<file path="src/rtl/ctrl_pkg.sv">
// ctrl_pkg: shared definitions for the multi-cycle controller and its datapath.
//   state_t      : controller state encoding (also what state_o reports)
//   OP_* / FN_*  : instruction opcode (instr[31:26]) and funct (instr[5:0]) values
//   ALU_*        : alu_func encoding, shared with the ALU so both sides agree
//   SRCB_*       : alu_src_b operand select encoding
//   PC_*         : pc_src next-PC select encoding
//   decode_funct : maps an R-type funct to {supported, alu_func}
package ctrl_pkg;

    typedef enum logic [3:0] {
        S_FETCH  = 4'd0,
        S_DECODE = 4'd1,
        S_EXEC_R = 4'd2,
        S_ADDR   = 4'd3,
        S_MEM_RD = 4'd4,
        S_MEM_WR = 4'd5,
        S_WB_R   = 4'd6,
        S_WB_I   = 4'd7,
        S_WB_MEM = 4'd8,
        S_BRANCH = 4'd9,
        S_JUMP   = 4'd10
    } state_t;

    localparam logic [5:0] OP_RTYPE = 6'b000000;
    localparam logic [5:0] OP_LW    = 6'b100011;
    localparam logic [5:0] OP_SW    = 6'b101011;
    localparam logic [5:0] OP_ADDI  = 6'b001000;
    localparam logic [5:0] OP_BEQ   = 6'b000100;
    localparam logic [5:0] OP_J     = 6'b000010;

    localparam logic [5:0] FN_ADD = 6'b100000;
    localparam logic [5:0] FN_SUB = 6'b100010;
    localparam logic [5:0] FN_OR  = 6'b100101;
    localparam logic [5:0] FN_SLT = 6'b101010;

    localparam logic [1:0] ALU_SLT = 2'b00;
    localparam logic [1:0] ALU_OR  = 2'b01;
    localparam logic [1:0] ALU_SUB = 2'b10;
    localparam logic [1:0] ALU_ADD = 2'b11;

    localparam logic [1:0] SRCB_REGB    = 2'b00;
    localparam logic [1:0] SRCB_FOUR    = 2'b01;
    localparam logic [1:0] SRCB_IMM     = 2'b10;
    localparam logic [1:0] SRCB_IMM_SH2 = 2'b11;

    localparam logic [1:0] PC_ALU    = 2'b00;
    localparam logic [1:0] PC_ALUOUT = 2'b01;
    localparam logic [1:0] PC_JUMP   = 2'b10;

    // Bit 2 flags a supported funct; bits 1:0 carry the ALU operation.
    function automatic logic [2:0] decode_funct(input logic [5:0] funct);
        case (funct)
            FN_ADD:  return {1'b1, ALU_ADD};
            FN_SUB:  return {1'b1, ALU_SUB};
            FN_OR:   return {1'b1, ALU_OR};
            FN_SLT:  return {1'b1, ALU_SLT};
            default: return {1'b0, ALU_SLT};
        endcase
    endfunction

endpackage

</file>
<file path="src/rtl/multi_cycle_ctrl.sv">
// multi_cycle_ctrl: Moore-style control FSM for a multi-cycle MIPS subset
// (R-type add/sub/or/slt, lw, sw, addi, beq, j).
// Ports:
//   clk, rst_n            clock, asynchronous active-low reset
//   opcode, funct, zf     instruction fields and ALU zero flag
//   mem_req, mem_we       memory request / write qualifier
//   mem_ready             memory completes the request this cycle
//   alu_func, alu_src_a, alu_src_b   ALU operation and operand selects
//   pc_we, ir_we, reg_we  write strobes
//   iord, reg_dst, mem_to_reg, pc_src  datapath muxes
//   illegal               one-cycle pulse on an unsupported instruction
//   state_o               current state (debug)
// Memory handshake: in FETCH, MEM_RD and MEM_WR the request (mem_req plus
// iord/mem_we) is held stable until a cycle with mem_ready=1; that cycle
// completes the transfer. mem_ready is ignored in every other state.
module multi_cycle_ctrl
    import ctrl_pkg::*;
(
    input  logic       clk,
    input  logic       rst_n,
    input  logic [5:0] opcode,
    input  logic [5:0] funct,
    input  logic       zf,
    output logic       mem_req,
    output logic       mem_we,
    input  logic       mem_ready,
    output logic [1:0] alu_func,
    output logic       alu_src_a,
    output logic [1:0] alu_src_b,
    output logic       pc_we,
    output logic       ir_we,
    output logic       reg_we,
    output logic       iord,
    output logic       reg_dst,
    output logic       mem_to_reg,
    output logic [1:0] pc_src,
    output logic       illegal,
    output logic [3:0] state_o
);

    state_t     state;
    state_t     next_state;
    logic [2:0] fn_dec;

    always_ff @(posedge clk or negedge rst_n) begin
        if (!rst_n) state <= S_FETCH;
        else        state <= next_state;
    end

    assign state_o = state;

    always_comb begin
        next_state = state;
        mem_req    = 1'b0;
        mem_we     = 1'b0;
        alu_func   = ALU_SLT;
        alu_src_a  = 1'b0;
        alu_src_b  = SRCB_REGB;
        pc_we      = 1'b0;
        ir_we      = 1'b0;
        reg_we     = 1'b0;
        iord       = 1'b0;
        reg_dst    = 1'b0;
        mem_to_reg = 1'b0;
        pc_src     = PC_ALU;
        illegal    = 1'b0;
        fn_dec     = decode_funct(funct);

        case (state)
            S_FETCH: begin
                // Reset parks the FSM here; rst_n gates the request and the
                // strobes so nothing is issued until reset is released.
                mem_req   = rst_n;
                alu_src_b = SRCB_FOUR;
                alu_func  = ALU_ADD;
                if (mem_ready) begin
                    ir_we      = rst_n;
                    pc_we      = rst_n;
                    next_state = S_DECODE;
                end
            end
            S_DECODE: begin
                // Precompute the branch target into ALUOut.
                alu_src_b = SRCB_IMM_SH2;
                alu_func  = ALU_ADD;
                case (opcode)
                    OP_RTYPE:             next_state = S_EXEC_R;
                    OP_LW, OP_SW, OP_ADDI: next_state = S_ADDR;
                    OP_BEQ:               next_state = S_BRANCH;
                    OP_J:                 next_state = S_JUMP;
                    default: begin
                        illegal    = 1'b1;
                        next_state = S_FETCH;
                    end
                endcase
            end
            S_EXEC_R: begin
                alu_src_a = 1'b1;
                alu_src_b = SRCB_REGB;
                if (fn_dec[2]) begin
                    alu_func   = fn_dec[1:0];
                    next_state = S_WB_R;
                end else begin
                    illegal    = 1'b1;
                    next_state = S_FETCH;
                end
            end
            S_ADDR: begin
                alu_src_a = 1'b1;
                alu_src_b = SRCB_IMM;
                alu_func  = ALU_ADD;
                case (opcode)
                    OP_LW:   next_state = S_MEM_RD;
                    OP_SW:   next_state = S_MEM_WR;
                    OP_ADDI: next_state = S_WB_I;
                    default: next_state = S_FETCH;
                endcase
            end
            S_MEM_RD: begin
                mem_req = 1'b1;
                iord    = 1'b1;
                if (mem_ready) next_state = S_WB_MEM;
            end
            S_MEM_WR: begin
                mem_req = 1'b1;
                mem_we  = 1'b1;
                iord    = 1'b1;
                if (mem_ready) next_state = S_FETCH;
            end
            S_WB_R: begin
                reg_we     = 1'b1;
                reg_dst    = 1'b1;
                next_state = S_FETCH;
            end
            S_WB_I: begin
                reg_we     = 1'b1;
                next_state = S_FETCH;
            end
            S_WB_MEM: begin
                reg_we     = 1'b1;
                mem_to_reg = 1'b1;
                next_state = S_FETCH;
            end
            S_BRANCH: begin
                alu_src_a  = 1'b1;
                alu_src_b  = SRCB_REGB;
                alu_func   = ALU_SUB;
                pc_we      = zf;
                pc_src     = PC_ALUOUT;
                next_state = S_FETCH;
            end
            S_JUMP: begin
                pc_we      = 1'b1;
                pc_src     = PC_JUMP;
                next_state = S_FETCH;
            end
            default: next_state = S_FETCH;
        endcase
    end

endmodule

</file>
<file path="config.mk">
export PLATFORM = sky130hd
export DESIGN_NAME = multi_cycle_ctrl
export DESIGN_NICKNAME = d
export VERILOG_FILES = /design/src/rtl/ctrl_pkg.sv /design/src/rtl/multi_cycle_ctrl.sv
export SDC_FILE = /design/constraint.sdc
export NUM_CORES = 1
export LEC_CHECK = 0
export CORE_UTILIZATION = 36
export CTS_CLUSTER_SIZE = 10
export DETAILED_ROUTE_END_ITERATION = 8
export GPL_TIMING_DRIVEN = 0
export PLACE_DENSITY = 0.85
export SLEW_MARGIN = 10
export SYNTH_ARGS = -nofsm -noshare
export SYNTH_HDL_FRONTEND = slang
export SYNTH_SLANG_ARGS = --single-unit
export TNS_END_PERCENT = 30
</file>
<file path="constraint.sdc">
create_clock -name clk -period 3 [get_ports clk]
set_clock_uncertainty 0.05 [all_clocks]
set_input_delay 0.3 -clock clk [delete_from_list [all_inputs] [get_ports clk]]
set_output_delay 0.3 -clock clk [all_outputs]
set_load 0.01 [all_outputs]
</file>
==> impl_metrics.yaml, run 1 <==
outcome:
  status: "completed"
floorplan:
  row_count: 13
  dieArea_mm2: 0.00157
  die_y_um: 39.6
  start_util: 0.391
  die_w_um: 39.6
  coreArea_mm2: 0.00130
  pin_count: 36
yosys:
  synthCells: 78
  synth_edf_count: 0
  async_reset_ff_frac: 1.00
  synth_area_um2: 509
  synth_cell_type_count: 30
  ys_warn_count: 0
  seq_area_frac_synth: 0.197
  mappedNetlistNets: 94
  synth_area_leaders: "dfrtp_1, nor2_1, nor3_1"
  synth.top_cells.by_count: "nor2_1, nand2_1, nor3_1, o21ai_0"
  ys.flop_type: "dfrtp_1"
  synth_top_area_share: 0.197
  synth_seq_cells: 4
  synth_area_per_cell_um2: 6.53
  synth_area_leader_cell: "dfrtp_1"
  yosysMostFrequentCell: "nor2_1"
setup_path:
  end_kind: "output pin"
  cp-start-kind: "input port"
  crit_top_cell: "clkdlybuf4s50_1"
  critPathMaxStageDelay_ns: 0.49
  required_ns: 2.65
  critPathBufInv: 2
  critical_path.top_delay_family: "buffers and inverters"
  critPathKind: "in2out"
  crit_arrival_ns: 2.08
  crit_slowest_cell: "clkdlybuf4s50_1"
  crit_chain: "clkdlybuf4s50_1 > nor3_1 > o21ai_0 > o211ai_1 > a21oi_1 > clkdlybuf4s50_1"
  cp_max_fo: 4
  rrSetupSlack_ns: 1.42
finish:
  fin_nets: 134
  area_growth_pct: 76.9
  antenna_cells: 0
  instances_no_fill: 131
  drive_gt1_frac: 0.0690
  largest_register_ffs: 4
sta:
  max_freq_mhz: 412
  maxSlewHeadroom: 0.691
  period_needed_ns: 2.43
  setup_slack_ns: 0.571
  layout_worst_path_cycle_share: 0.810
  hold_slack_ns: 0.242
  tightestPinTransition_ns: 0.460
  finalSetupTns_ns: 0
  rsz0062_at_grt: "false"
  drv_slew: 0
  final_hold_viol_count: 0
  setup_violations: 0
placed_design:
  hpwl_um: 1300
  place.gp.congestion: 0.845
  portBuffers: 35
  place_ws_ns: 0.608
  dp.cells: 128
routing:
  dr_total_vias: 736
  drc: 0
  drt-pass1-iter-count: 4
  routedWlPerCell_um: 13.2
  wirelength_um: 1730
  vias_per_cell: 5.62
  initialDrtViolationCount: 44
  ant_nets: 0
power_and_ir_drop:
  p_per_area_mw_per_mm2: 245
  ir_drop_uv: 109
  leakagePower_uw: 0.000352
hold_path:
  hp-class: "in2async"
clocking:
  post_cts_buffers: 0
  cts_buffers: 3
  cts.sinks: 4
  cts_tree: "yes"
  cts_hold_buf: 0
  root_buffer: "clkbuf_4"
  htree_levels: 1
  cts_resized: 0
  clkSlewWorstSetupHoldPaths_ns: 0.05
  clk_latency_ns: 0.25
  cts.path.max_buffers: 2
run:
  cap_violations: 0
grt:
  grt_pass1_wl_um: 2740
  grt_remaining_overflow: 0
  grt_use_total: 0.251
  grt_pass1_vias: 669
  grt_max_degree: 11
  antenna_found_initial: 0
==> cell usage in the layout, fill, tap and decap left out, types with 3 or more instances in the layout <==
master	Yosys	routed
clkdlybuf4s50_1	0	35
nor2_1	15	15
nand2_1	8	8
nor3_1	6	6
o21ai_0	6	6
inv_1	4	4
a21oi_1	4	4
dfrtp_1	4	4
nand2b_1	3	3
nand3_1	3	3
clkbuf_4	0	3
==> report_power, final <==
group	internal, uW	leakage, uW	switching, uW
Sequential	56.1	0.0000543	4.39
Combinational	49.6	0.000284	38.7
Clock	45.1	0.0000138	26.8
Total	151	0.000352	69.9
==> through the flow <==
| step | area [um^2] | util | power, uW |
|---|---|---|---|
| final | 901 | 0.692 | 221 |
| after global routing | 901 | 0.692 | 232 |
| after CTS | 901 | 0.692 | 221 |
| after detailed placement | 878 | 0.675 | 149 |
| after global placement | 878 | 0.675 | 146 |
| after floorplan | 509 | - | 95.9 |
==> final timing paths <==
path / start / end / cells after the start
max in group asynchronous: rst_n / state_o[2]$_DFFE_PN0P_ / 1
hold reg to reg: state_o[3]$_DFFE_PN0P_ / state_o[3]$_DFFE_PN0P_ / 2
setup / recovery: opcode[1] / illegal / 6
setup reg to reg: state_o[0]$_DFFE_PN0P_ / state_o[1]$_DFFE_PN0P_ / 4
hold / removal: rst_n / state_o[3]$_DFFE_PN0P_ / 1
min in group clk: state_o[3]$_DFFE_PN0P_ / state_o[3]$_DFFE_PN0P_ / 2
==> layer usage <==
layer  track usage  vias to the layer above  part of all wire  routed length (um)
met2         0.439                       52              0.46                 802
met5             0                        -                 0                   0
met3        0.0398                        4              0.11                 184
li1              -                      358                 -                   -
met4        0.0776                        0            0.0046                   8
met1         0.307                      322              0.42                 732
==> layout make-up <==
class                      count  area (um^2)
buffer                         2         15.0
inverter                       4         15.0
multi-input combinational     68          379
sequential                     4          100
clock buffer                   3         22.5
tap                           15         18.8
timing repair buffer          35          350
fill                         130          400
==> logic make-up (layout without fill, tap and decap cells) <==
family | Yosys count | after routing | share of synthesized area
buffers and inverters | 6 | 44 | 0.0590
xor gates and xnor gates | 1 | 1 | 0.0172
AOI/OAI and AO/OA | 21 | 21 | 0.280
DFF | 4 | 4 | 0.197
and+or+nand+nor | 46 | 46 | 0.447
Power figures use the tool's default switching activity.
==> run 2, diff against run 1 <==
Settings changed: CORE_UTILIZATION 36 to 34, PLACE_DENSITY 0.85 to 0.81.
Clock period 3 ns to 2.3 ns, I/O delays scaled along.
==> run 2 against run 1 <==
  * Sequential share of layout area down 0.14 points
  * Critical endpoint is now pc_we
  * Largest power group unchanged
  * Register-to-register slack worse by 0.68 ns
  * Critical path depth unchanged
==> impl_metrics.yaml, run 2 (synthesis results as in run 1) <==
power_and_ir_drop:
  p_per_area_mw_per_mm2: 306
  ir_drop_uv: 199
  leakagePower_uw: 0.000374
sta:
  layout_worst_path_cycle_share: 0.963
  finalSetupTns_ns: 0
  max_freq_mhz: 451
  setup_violations: 0
  maxSlewHeadroom: 0.802
  drv_slew: 0
  rsz0062_at_grt: "true"
  period_needed_ns: 2.22
  final_hold_viol_count: 0
  tightestPinTransition_ns: 0.295
setup_path:
  rr_startpoint: "state_o[0]$_DFFE_PN0P_"
  rrSetupSlack_ns: 0.74
  crit_slowest_cell: "clkdlybuf4s50_1"
  end_kind: "output pin"
  crit_arrival_ns: 1.94
  r2r_cells: 4
  critPathBufInv: 2
  path_depth: 6
  r2r-end: "state_o[2]$_DFFE_PN0P_"
  endpoint: "pc_we"
  critPathMaxStageDelay_ns: 0.55
  critical_path.top_delay_family: "buffers and inverters"
  cp-start-kind: "register"
  crit_start: "state_o[2]$_DFFE_PN0P_"
  critPathKind: "reg2out"
  crit_chain: "buf_6 > nor2_1 > nand3_1 > nor3_1 > o21bai_1 > clkdlybuf4s50_1"
  cp_max_fo: 10
  required_ns: 2.02
grt:
  grt_max_degree: 11
  grt_pass1_vias: 608
  grt.busiest_layer: "met2"
  met1_usage: 0.280
  grt_pass1_wl_um: 2440
  met2_usage: 0.373
  grt_use_met3: 0.0489
  grt_use_total: 0.213
  antenna_found_initial: 0
  grt_remaining_overflow: 0
placed_design:
  dpl_cell_area_um2: 878
  place.gp.congestion: 0.776
  portBuffers: 35
  hpwl_um: 1210
finish:
  fillCellCount: 128
  multi_input_area_um2: 384
  drive_gt1_frac: 0.0862
  area_growth_pct: 79.1
  antenna_cells: 0
  utilization: 0.676
  register_area_um2: 100
  final_common_cell: "clkdlybuf4s50_1"
  largest_register_ffs: 4
  final_area_um2: 912
  fin_nets: 134
  final_cell_mix: "clkdlybuf4s50_1, nor2_1, nand2_1"
floorplan:
  coreArea_mm2: 0.00135
  dieArea_mm2: 0.00166
  pin_count: 36
  start_util: 0.377
  die_y_um: 40.7
  row_count: 13
  die_w_um: 40.7
clocking:
  cts.sinks: 4
  clk_latency_ns: 0.24
  cts.path.max_buffers: 2
  cts_hold_buf: 0
  htree_levels: 1
  cts_buffers: 3
  clkSlewWorstSetupHoldPaths_ns: 0.04
  post_cts_buffers: 0
  cts_tree: "yes"
  root_buffer: "clkbuf_4"
outcome:
  status: "completed"
routing:
  drc: 0
  vias_per_cell: 5.39
  drt-pass1-iter-count: 4
  dr_total_vias: 706
  wirelength_um: 1540
  initialDrtViolationCount: 22
  routedWlPerCell_um: 11.8
  ant_nets: 0
run:
  cap_violations: 0
hold_path:
  hp-class: "in2async"
==> run 2: through the flow <==
stage	total power (uW)	setup WS, ns	instances	hold WS [ns]
CTS	283	0.0274	131	0.173
floorplan	125	0.751	78	-0.116
global placement	190	0.0787	128	0.424
detailed placement	192	0.0375	128	0.429
finish	279	0.0847	131	0.178
global route	302	-0.0152	131	0.182
==> run 2: what timing repair did <==
action / 4_1_cts / 5_1_grt
gates resized for setup: 0 / 5
endpoints found under the hold margin: 0 / 0
setup endpoints to repair: 0 / 4
==> run 2: worst min path at each step <==
| stage | start | end | slack [ns] | depth (start not counted) |
|---|---|---|---|---|
| 2_1_floorplan | rst_n | state_o[0]$_DFFE_PN0P_ | -0.12 | 0 |
| 3_3_place_gp | rst_n | state_o[2]$_DFFE_PN0P_ | 0.42 | 1 |
| 3_5_place_dp | rst_n | state_o[2]$_DFFE_PN0P_ | 0.43 | 1 |
| 4_1_cts | rst_n | state_o[2]$_DFFE_PN0P_ | 0.17 | 1 |
| 5_1_grt | rst_n | state_o[2]$_DFFE_PN0P_ | 0.18 | 1 |
| 6_report | rst_n | state_o[1]$_DFFE_PN0P_ | 0.18 | 1 |
==> run 2: where the power goes <==
| group | switching (uW) | internal, uW |
|---|---|---|
| Sequential | 5.26 | 73.3 |
| Clock | 28.6 | 58.3 |
| Combinational | 49.0 | 64.7 |
| Total | 82.9 | 196 |
==> run 2: area by class of cell <==
class                           count  share of cell area
Buffer                              2              0.0178
Clock buffer                        3              0.0247
Inverter                            4              0.0165
Multi-Input combinational cell     68               0.421
Sequential cell                     4               0.110
Tap cell                           15              0.0206
Timing Repair Buffer               35               0.390
==> run 2: routing by layer <==
layer  part of all wire  vias up
met2               0.48       31
met1               0.46      317
li1                   -      358
met3              0.065        0
met4                  0        0
met5                  0        -
==> run 3, diff against run 2 <==
Settings changed: CORE_ASPECT_RATIO from default to 0.9.
==> run 3 against run 2 <==
  * Count of clock-buffer cells in the layout did not move
  * Fmax rose by 0.57%
  * Critical path depth did not move
  * Combinational power barely moved
  * Die area barely moved
  * Clock power fell by 4.8%
  * Sequential power rose by 1%
  * Setup slack improved by 0.012 ns
  * Sequential share of layout area rose by 0.23 points
  * Flip-flop and latch count did not move
==> impl_metrics.yaml, run 3 (synthesis results as in run 1) <==
routing:
  wirelength_um: 1540
  ant_nets: 0
  dr_total_vias: 680
  drt-pass1-iter-count: 4
  vias_per_cell: 5.23
  drc: 0
  routedWlPerCell_um: 11.8
  initialDrtViolationCount: 13
floorplan:
  coreArea_mm2: 0.00131
  row_count: 12
  start_util: 0.390
  dieArea_mm2: 0.00166
  pin_count: 36
  die_w_um: 42.8
  die_y_um: 38.7
sta:
  setup_violations: 0
  finalSetupTns_ns: 0
  maxSlewHeadroom: 0.723
  max_freq_mhz: 454
  final_hold_viol_count: 0
  tightestPinTransition_ns: 0.412
  layout_worst_path_cycle_share: 0.958
  rsz0062_at_grt: "false"
  period_needed_ns: 2.20
  drv_slew: 0
clocking:
  root_buffer: "clkbuf_4"
  clkSlewWorstSetupHoldPaths_ns: 0.04
  cts.sinks: 4
  clk_latency_ns: 0.22
  cts_buffers: 3
  cts_tree: "yes"
  htree_levels: 1
  cts.path.max_buffers: 2
setup_path:
  cp-start-kind: "input port"
  critPathKind: "in2out"
  cp_max_fo: 4
  crit_arrival_ns: 1.92
  end_kind: "output pin"
  required_ns: 2.02
grt:
  grt_remaining_overflow: 0
  grt_use_total: 0.188
  grt_pass1_vias: 565
  grt_pass1_wl_um: 2440
  grt_max_degree: 11
  antenna_found_initial: 0
power_and_ir_drop:
  internal_power_uw: 197
  clock_power_share: 0.300
  switching_share: 0.287
  ir_drop_uv: 361
  p_total_uw: 276
  power_frac_comb: 0.412
  leakagePower_uw: 0.000354
  power.share.sequential: 0.288
  p_switching_uw: 79.3
  p_per_area_mw_per_mm2: 305
outcome:
  status: "completed"
run:
  cap_violations: 0
finish:
  final_cell_mix: "clkdlybuf4s50_1, nor2_1, nand2_1"
  final_common_cell: "clkdlybuf4s50_1"
  largest_register_ffs: 4
  drive_gt1_frac: 0.0862
  fin_nets: 134
  antenna_cells: 0
  area_growth_pct: 77.6
placed_design:
  place.gp.congestion: 0.822
  portBuffers: 35
  hpwl_um: 1240
hold_path:
  hp-class: "in2async"
run 3: cell types whose count changed in the layout (fill, tap and decap cells not counted), sizes merged:
cell | previous run | this run
dlymetal6s2s | 2 | 1
clkdlybuf4s50 | 33 | 34
run 3: repair_timing:
item,CTS,global route
endpoints found under the setup margin,0,4
setup buffers,0,0
gates resized for setup,0,4
hold buffers,0,0
run 3: stage by stage:
stage,hold WS (ns),setup WS [ns],cell area [um^2],util,instances
floorplan,-0.116,0.751,509,-,78
global placement,0.423,0.0500,877,0.671,127
detailed placement,0.437,0.0553,877,0.671,127
CTS,0.197,0.0568,900,0.689,130
global route,0.201,0.0187,905,0.693,130
finish,0.202,0.0972,905,0.693,130
run 3: area by class of cell:
class                   instances  area [um^2]
multi-input cells              68          379
plain buffers                   2         16.3
clock buffers                   3         22.5
fillers                       128          402
repair buffers                 35          353
flip-flops and latches          4          101
inverters                       4         15.0
well taps                      14         17.5
run 3: worst max-delay path, stage by stage:
cell,delay [ns]
clkdlybuf4s50_1,0.46
nor3_1,0.40
o21ai_0,0.15
o211ai_1,0.10
a21oi_1,0.08
clkdlybuf4s50_1,0.49
run 3: routing by layer:
metal / GRT usage / up-vias / routed length, um
met1: 0.274 / 298 / 809
met4: 0 / 0 / 0
li1: - / 358 / -
met5: 0 / - / 0
met3: 0.0140 / 0 / 58
met2: 0.322 / 24 / 671
run 3: path summary, 6_finish.rpt:
kind / startpoint / end / slack (ns) / cells past startpoint
min reg2reg: state_o[3]$_DFFE_PN0P_ / state_o[3]$_DFFE_PN0P_ / 0.65 / 2
min: rst_n / state_o[2]$_DFFE_PN0P_ / 0.20 / 1
max: opcode[1] / illegal / 0.1 / 6
min in group clk: opcode[4] / state_o[0]$_DFFE_PN0P_ / 0.64 / 3
max in group asynchronous: rst_n / state_o[0]$_DFFE_PN0P_ / 1.76 / 1
max reg2reg: state_o[0]$_DFFE_PN0P_ / state_o[2]$_DFFE_PN0P_ / 0.75 / 4
run 3: power by group through the flow:
| stage | combinational, uW | clock, uW | sequential (uW) |
|---|---|---|---|
| after floorplan | 45.5 | 0 | 79.6 |
| after global routing | 123 | 91.3 | 79.9 |
| after detailed placement | 113 | 0 | 79.5 |
| after CTS | 113 | 85.0 | 78.6 |
| after global placement | 112 | 0 | 79.6 |
| final | 114 | 82.8 | 79.4 |
